<file path="src/rtl/ysyx_22050019_dmem_bridge.sv">
// Data-memory bridge between the load/store unit and the valid/ready memory bus.
// Latches one LSU request, moves it into the 8-byte lanes, runs one bus
// transaction and stalls the pipeline until the response arrives or the access
// is rejected (misaligned, read+write together) or times out.
//
// state  | meaning
// -------+-------------------------------------------------------------
// IDLE   | waiting for an LSU request; latches request fields
// REQ    | mem_req_valid high, fields held until mem_req_ready
// WAIT   | handshake done, waiting for mem_resp_valid or timeout
// DONE   | one-cycle completion: done_o (and err_o if flagged), no stall
module ysyx_22050019_dmem_bridge #(
    parameter int ADDR_W  = 32,
    parameter int TIMEOUT = 255
) (
    input  logic              clk,
    input  logic              rst,
    input  logic              lsu_valid_i,
    input  logic              ram_re_i,
    input  logic [63:0]       ram_raddr_i,
    input  logic              ram_we_i,
    input  logic [63:0]       ram_waddr_i,
    input  logic [63:0]       ram_wdata_i,
    input  logic [7:0]        wmask_i,
    output logic [63:0]       ram_rdata_o,
    output logic              stall_o,
    output logic              done_o,
    output logic              err_o,
    output logic              mem_req_valid,
    input  logic              mem_req_ready,
    output logic              mem_req_write,
    output logic [ADDR_W-1:0] mem_req_addr,
    output logic [63:0]       mem_req_wdata,
    output logic [7:0]        mem_req_wstrb,
    input  logic              mem_resp_valid,
    input  logic [63:0]       mem_resp_rdata
);

    typedef enum logic [1:0] {
        S_IDLE,
        S_REQ,
        S_WAIT,
        S_DONE
    } state_t;

    // Down-counter holds remaining WAIT cycles; zero is the last allowed one.
    localparam int CNT_W = $clog2(TIMEOUT + 1);
    localparam logic [CNT_W-1:0] CNT_LOAD = CNT_W'(TIMEOUT - 1);

    state_t           state_q;
    state_t           state_d;
    logic [CNT_W-1:0] cnt_q;
    logic [2:0]       off_q;

    logic             req_hit;
    logic             illegal;
    logic [63:0]      sel_addr;
    logic [2:0]       sel_off;
    logic [3:0]       mask_pop;
    logic             handshake;
    logic             tmo;
    logic             unused_ok;

    assign req_hit   = lsu_valid_i & (ram_re_i | ram_we_i);
    assign sel_addr  = ram_we_i ? ram_waddr_i : ram_raddr_i;
    assign sel_off   = sel_addr[2:0];
    assign handshake = mem_req_valid & mem_req_ready;
    assign tmo       = (cnt_q == '0);
    assign unused_ok = ^sel_addr;

    // Access width comes from the mask for both reads and writes.
    always_comb begin
        mask_pop = '0;
        for (int i = 0; i < 8; i++) begin
            mask_pop = mask_pop + {3'b000, wmask_i[i]};
        end
    end

    // Reject read+write together and anything spilling past the 8-byte word.
    assign illegal = (ram_re_i & ram_we_i) | (({1'b0, sel_off} + mask_pop) > 4'd8);

    // Stall while a request is being accepted or in flight; never during reset.
    assign stall_o = ~rst & (((state_q == S_IDLE) & req_hit) |
                             (state_q == S_REQ) | (state_q == S_WAIT));

    // Next-state decode.
    always_comb begin
        state_d = state_q;
        case (state_q)
            S_IDLE: begin
                if (req_hit) begin
                    state_d = illegal ? S_DONE : S_REQ;
                end
            end
            S_REQ: begin
                if (handshake) begin
                    state_d = S_WAIT;
                end
            end
            S_WAIT: begin
                if (mem_resp_valid || tmo) begin
                    state_d = S_DONE;
                end
            end
            S_DONE:  state_d = S_IDLE;
            default: state_d = S_IDLE;
        endcase
    end

    // State register, request latching, timeout counter and completion outputs.
    always_ff @(posedge clk) begin
        if (rst) begin
            state_q       <= S_IDLE;
            cnt_q         <= '0;
            off_q         <= '0;
            ram_rdata_o   <= '0;
            done_o        <= 1'b0;
            err_o         <= 1'b0;
            mem_req_valid <= 1'b0;
            mem_req_write <= 1'b0;
            mem_req_addr  <= '0;
            mem_req_wdata <= '0;
            mem_req_wstrb <= '0;
        end else begin
            state_q <= state_d;
            done_o  <= 1'b0;
            err_o   <= 1'b0;
            case (state_q)
                S_IDLE: begin
                    if (req_hit) begin
                        off_q         <= sel_off;
                        mem_req_write <= ram_we_i;
                        mem_req_addr  <= {sel_addr[ADDR_W-1:3], 3'b000};
                        mem_req_wdata <= ram_wdata_i << {sel_off, 3'b000};
                        mem_req_wstrb <= wmask_i << sel_off;
                        if (illegal) begin
                            done_o <= 1'b1;
                            err_o  <= 1'b1;
                        end else begin
                            mem_req_valid <= 1'b1;
                        end
                    end
                end
                S_REQ: begin
                    if (handshake) begin
                        mem_req_valid <= 1'b0;
                        cnt_q         <= CNT_LOAD;
                    end
                end
                S_WAIT: begin
                    // A response in the final counted cycle still wins over timeout.
                    if (mem_resp_valid) begin
                        done_o <= 1'b1;
                        if (!mem_req_write) begin
                            ram_rdata_o <= mem_resp_rdata >> {off_q, 3'b000};
                        end
                    end else if (tmo) begin
                        done_o <= 1'b1;
                        err_o  <= 1'b1;
                    end else begin
                        cnt_q <= cnt_q - 1'b1;
                    end
                end
                default: begin
                end
            endcase
        end
    end

endmodule

</file>
<file path="config.mk">
export PLATFORM = sky130hd
export DESIGN_NAME = ysyx_22050019_dmem_bridge
export DESIGN_NICKNAME = d
export VERILOG_FILES = /design/src/rtl/ysyx_22050019_dmem_bridge.sv
export SDC_FILE = /design/constraint.sdc
export NUM_CORES = 1
export LEC_CHECK = 0
export BUFFER_PORTS_ARGS = -buffer_cell sky130_fd_sc_hd__buf_2
export CAP_MARGIN = 40
export CELL_PAD_IN_SITES_DETAIL_PLACEMENT = 0
export CELL_PAD_IN_SITES_GLOBAL_PLACEMENT = 1
export CORE_MARGIN = 3
export CORE_UTILIZATION = 36
export CTS_BUF_LIST = sky130_fd_sc_hd__clkbuf_8
export CTS_CLUSTER_DIAMETER = 50
export DETAILED_ROUTE_END_ITERATION = 10
export PLACE_DENSITY_LB_ADDON = 0.1
export REMOVE_ABC_BUFFERS = 1
export SLEW_MARGIN = 40
export SYNTH_ARGS = -nofsm -noshare
export SYNTH_HDL_FRONTEND = slang
export SYNTH_SLANG_ARGS = --single-unit
export TNS_END_PERCENT = 50
</file>
<file path="constraint.sdc">
create_clock -name clk -period 5 [get_ports clk]
set_input_delay 0.5 -clock clk [delete_from_list [all_inputs] [get_ports clk]]
set_output_delay 0.5 -clock clk [all_outputs]
set_load 0.05 [all_outputs]
</file>
==> summary.txt <==
Status
  – Status: completed

Floorplan
  – Die height: 173 um
  – Die Wd: 173 um
  – IO Count: 444
  – Initial core utilization: 0.368
  – CORE AREA: 27,100 um^2
  – Cell Rows: 60
  – Full die area: 29,800 um^2

Global routing
  – Total Routing Usage GR: 0.219
  – First-pass GRT wire length: 52.9 mm
  – Largest net degree at the start of global routing: 99
  – Vias in the first global route: 9,213
  – Total gr overflow: 0
  – Antenna violations before repair: 6

Clock network
  – Cts repair resizes: 0
  – CTS clk-pin slew, worst paths: 0.12 ns
  – CTS HTree Levels: 4
  – Num CTS Buffers: 17
  – Max Buffers Root-to-Sink: 2
  – Root buffer cell: clkbuf_8
  – Clk sinks: 182
  – Clk Latency, worst-skew pair: 0.47 ns
  – CTS tree: done
  – Setup bufs post-CTS: 0
  – Hold buffers post-CTS: 0

Critical path
  – Critical Path End Type: register
  – WP data arrival: 4.03 ns
  – CP Data Required Time: 5.36 ns
  – Crit path max fanout: 6
  – Critical path type: in -> reg
  – Critical path's largest stage delay: 0.55 ns
  – CP Launch Type: input pin
  – Reg2Reg Depth: 9
  – Most used cell, CP: fa_1
  – Launching point of the worst reg2reg path: state_q[0]
  – R2R Path End: ram_rdata_o[26]
  – Critical path, cell by cell: buf_2 > fa_1 > inv_1 > fa_1 > fa_1 > fa_1 > fa_1 > xor2_1 > a41oi_1 > nand3_1 > o41ai_1
  – R2r setup slk: 2.29 ns
  – Slowest-stage cell, CP: fa_1
  – Origin of the worst setup path: wmask_i[0]

Worst hold path
  – Min-delay src: mem_resp_rdata[57]
  – Worst hold path class: in -> reg
  – Hold Path Depth: 3
  – End of the worst hold path: ram_rdata_o[57]

Cells and area
  – Core Util, Final: 0.463
  – Layout cells sized above 1: 0.361
  – Nets: 1,660
  – Area growth syn-to-layout: 25.6%

Synth
  – Synth area leader: dfxtp_1
  – Top cells by count, synth: dfxtp_1 (182), nor2_1 (145), mux2i_1 (139)
  – Synthesis-stage register bit count: 182
  – Post-synthesis sequential area ratio: 0.365
  – Post-synth EDFFs: 0
  – Synth Flop Type: dfxtp_1
  – Ranking of synthesized cells by area: dfxtp_1 (37%), mux2i_1 (14%), mux4_2 (8.6%)
  – Top-area cell type share of the netlist area: 0.365
  – Post-Syn Area: 9980 um^2
  – Yosys warning count: 0
  – Distinct cells, synth: 54
  – Synth async-reset ratio: 0
  – Syn Inst Count: 1,064
  – Mean Syn Cell Area: 9.38 um^2
  – Most used standard cell by instance count after synthesis: dfxtp_1

Timing
  – Worst hold slack: 0.310 ns
  – Slew Limit Fails: 0
  – Period utilization: 0.733
  – Max Clock Skew: 0.0216 ns
  – Final setup viols: 0
  – Achievable clock frequency: 273 MHz
  – RSZ-0062 raised after global routing: false
  – Max-slew headroom: 0.451
  – Minimum clock period: 3.67 ns
  – Final hold viol count: 0
  – Slew @ Worst Pin: 0.824 ns

Pwr
  – P_int: 2.94 mW
  – Peak VDD IR: 0.193 mV
  – Sequential Power Share: 0.341
  – Leak: 5.61 nW
  – Total net switching power: 2.52 mW
  – Sw Share: 0.462
  – Clock power share: 0.194
  – Gate power share: 0.465
  – Pwr/cell area: 436 nW/um^2

Route
  – Via density: 5.32
  – Drt initial violations: 705
  – Antenna Nets Post-Route: 0
  – Wirelength per Cell: 19.2 um
  – Post-route DRC: 0
  – Initial DRT Pass Iterations: 6
  – Final wirelength: 33.8 mm
  – Vias: 9,388

Placed design
  – I/O Buffers: 376
  – Dpl hpwl: 24.0 mm
  – RD Place Congestion: 0.826

Flow run
  – Max-cap viol count: 0
metal layers:
layer,share of wire,GRT usage,wire [um]
met1,0.45,0.295,15300
met4,0.018,0.0585,595
met5,0.00062,0,21
met2,0.46,0.354,15700
met3,0.066,0.0541,2240
metrics by stage:
step	TNS, ns	area (um^2)	instances	total power [mW]	worst slack, ns
detailed placement	0	12100	1728	4.44	0.899
finish	0	12500	1764	5.47	1.33
CTS	0	12500	1760	5.52	1.36
global route	0	12500	1764	5.80	1.12
global placement	0	12100	1727	4.42	0.948
floorplan	-129.44	9540	963	3.76	-3.73
sequential cells by signal, indices dropped and copies added, names as in the netlist:
signal,count
mem_req_wstrb,8
mem_req_valid,1
state_q,2
off_q,3
done_o,1
err_o,1
mem_req_addr,29
mem_req_wdata,64
mem_req_write,1
ram_rdata_o,64
cnt_q,8
kinds of logic (layout without fill, tap and decap cells):
kind of cell,count (synthesis),after routing,share of synthesized area
flip-flops,182,182,0.365
XOR/XNOR,7,7,0.00614
buffers and inverters,122,444,0.0519
AND/OR/NAND/NOR,285,285,0.119
other,1,7,0.000376
multiplexers,194,194,0.244
AO/OA/AOI/OAI,259,259,0.192
adder cells (fa/ha/maj),14,14,0.0213
worst max-delay path: cells and delay by family:
family,cells,cell delay [ns]
AOI/OAI and AO/OA,2,0.56
xor gates and xnor gates,1,0.18
adders and majority gates,5,2.37
buffers and inverters,2,0.20
and+or+nand+nor,1,0.21
final cells by class:
type	instances	area, um^2
timing repair buffer	393	2040
clock buffer	17	234
fill	2765	14600
inverter	19	71.3
clock inverter	15	186
antenna	4	10.0
sequential	182	3650
tap	372	465
multi-input combinational	762	5890
power by group through the flow:
stage | Combinational [mW] | Clock (mW) | Sequential [mW]
after floorplan | 1.14 | 0 | 2.62
final | 2.54 | 1.06 | 1.86
after global placement | 2.50 | 0 | 1.92
after detailed placement | 2.55 | 0 | 1.90
after global routing | 2.74 | 1.16 | 1.90
after CTS | 2.55 | 1.11 | 1.87
cells in the final DEF, fill, tap and decap left out, types with 10 or more instances in the layout:
cell         n
clkbuf_8    17
buf_2      375
mux2i_1    137
a21oi_1     43
a32oi_1     10
nor2_1     142
a22oi_1     76
mux2_2      13
o21ai_1     20
inv_1       18
nor3_1      15
mux4_2      38
buf_4       14
a222oi_1    18
dfxtp_1    180
nand3_1     14
o2bb2ai_1   10
a211oi_1    48
nand2_1     88
worst max-delay path by stage:
stage / end / slack (ns) / depth (start not counted)
final: done_o / 1.33 / 11
after global routing: done_o / 1.12 / 11
after CTS: done_o / 1.36 / 11
after detailed placement: done_o / 0.90 / 11
after global placement: err_o / 0.95 / 11
after floorplan: done_o / -3.73 / 9
Note: power is estimated with default switching activity, not from simulation.
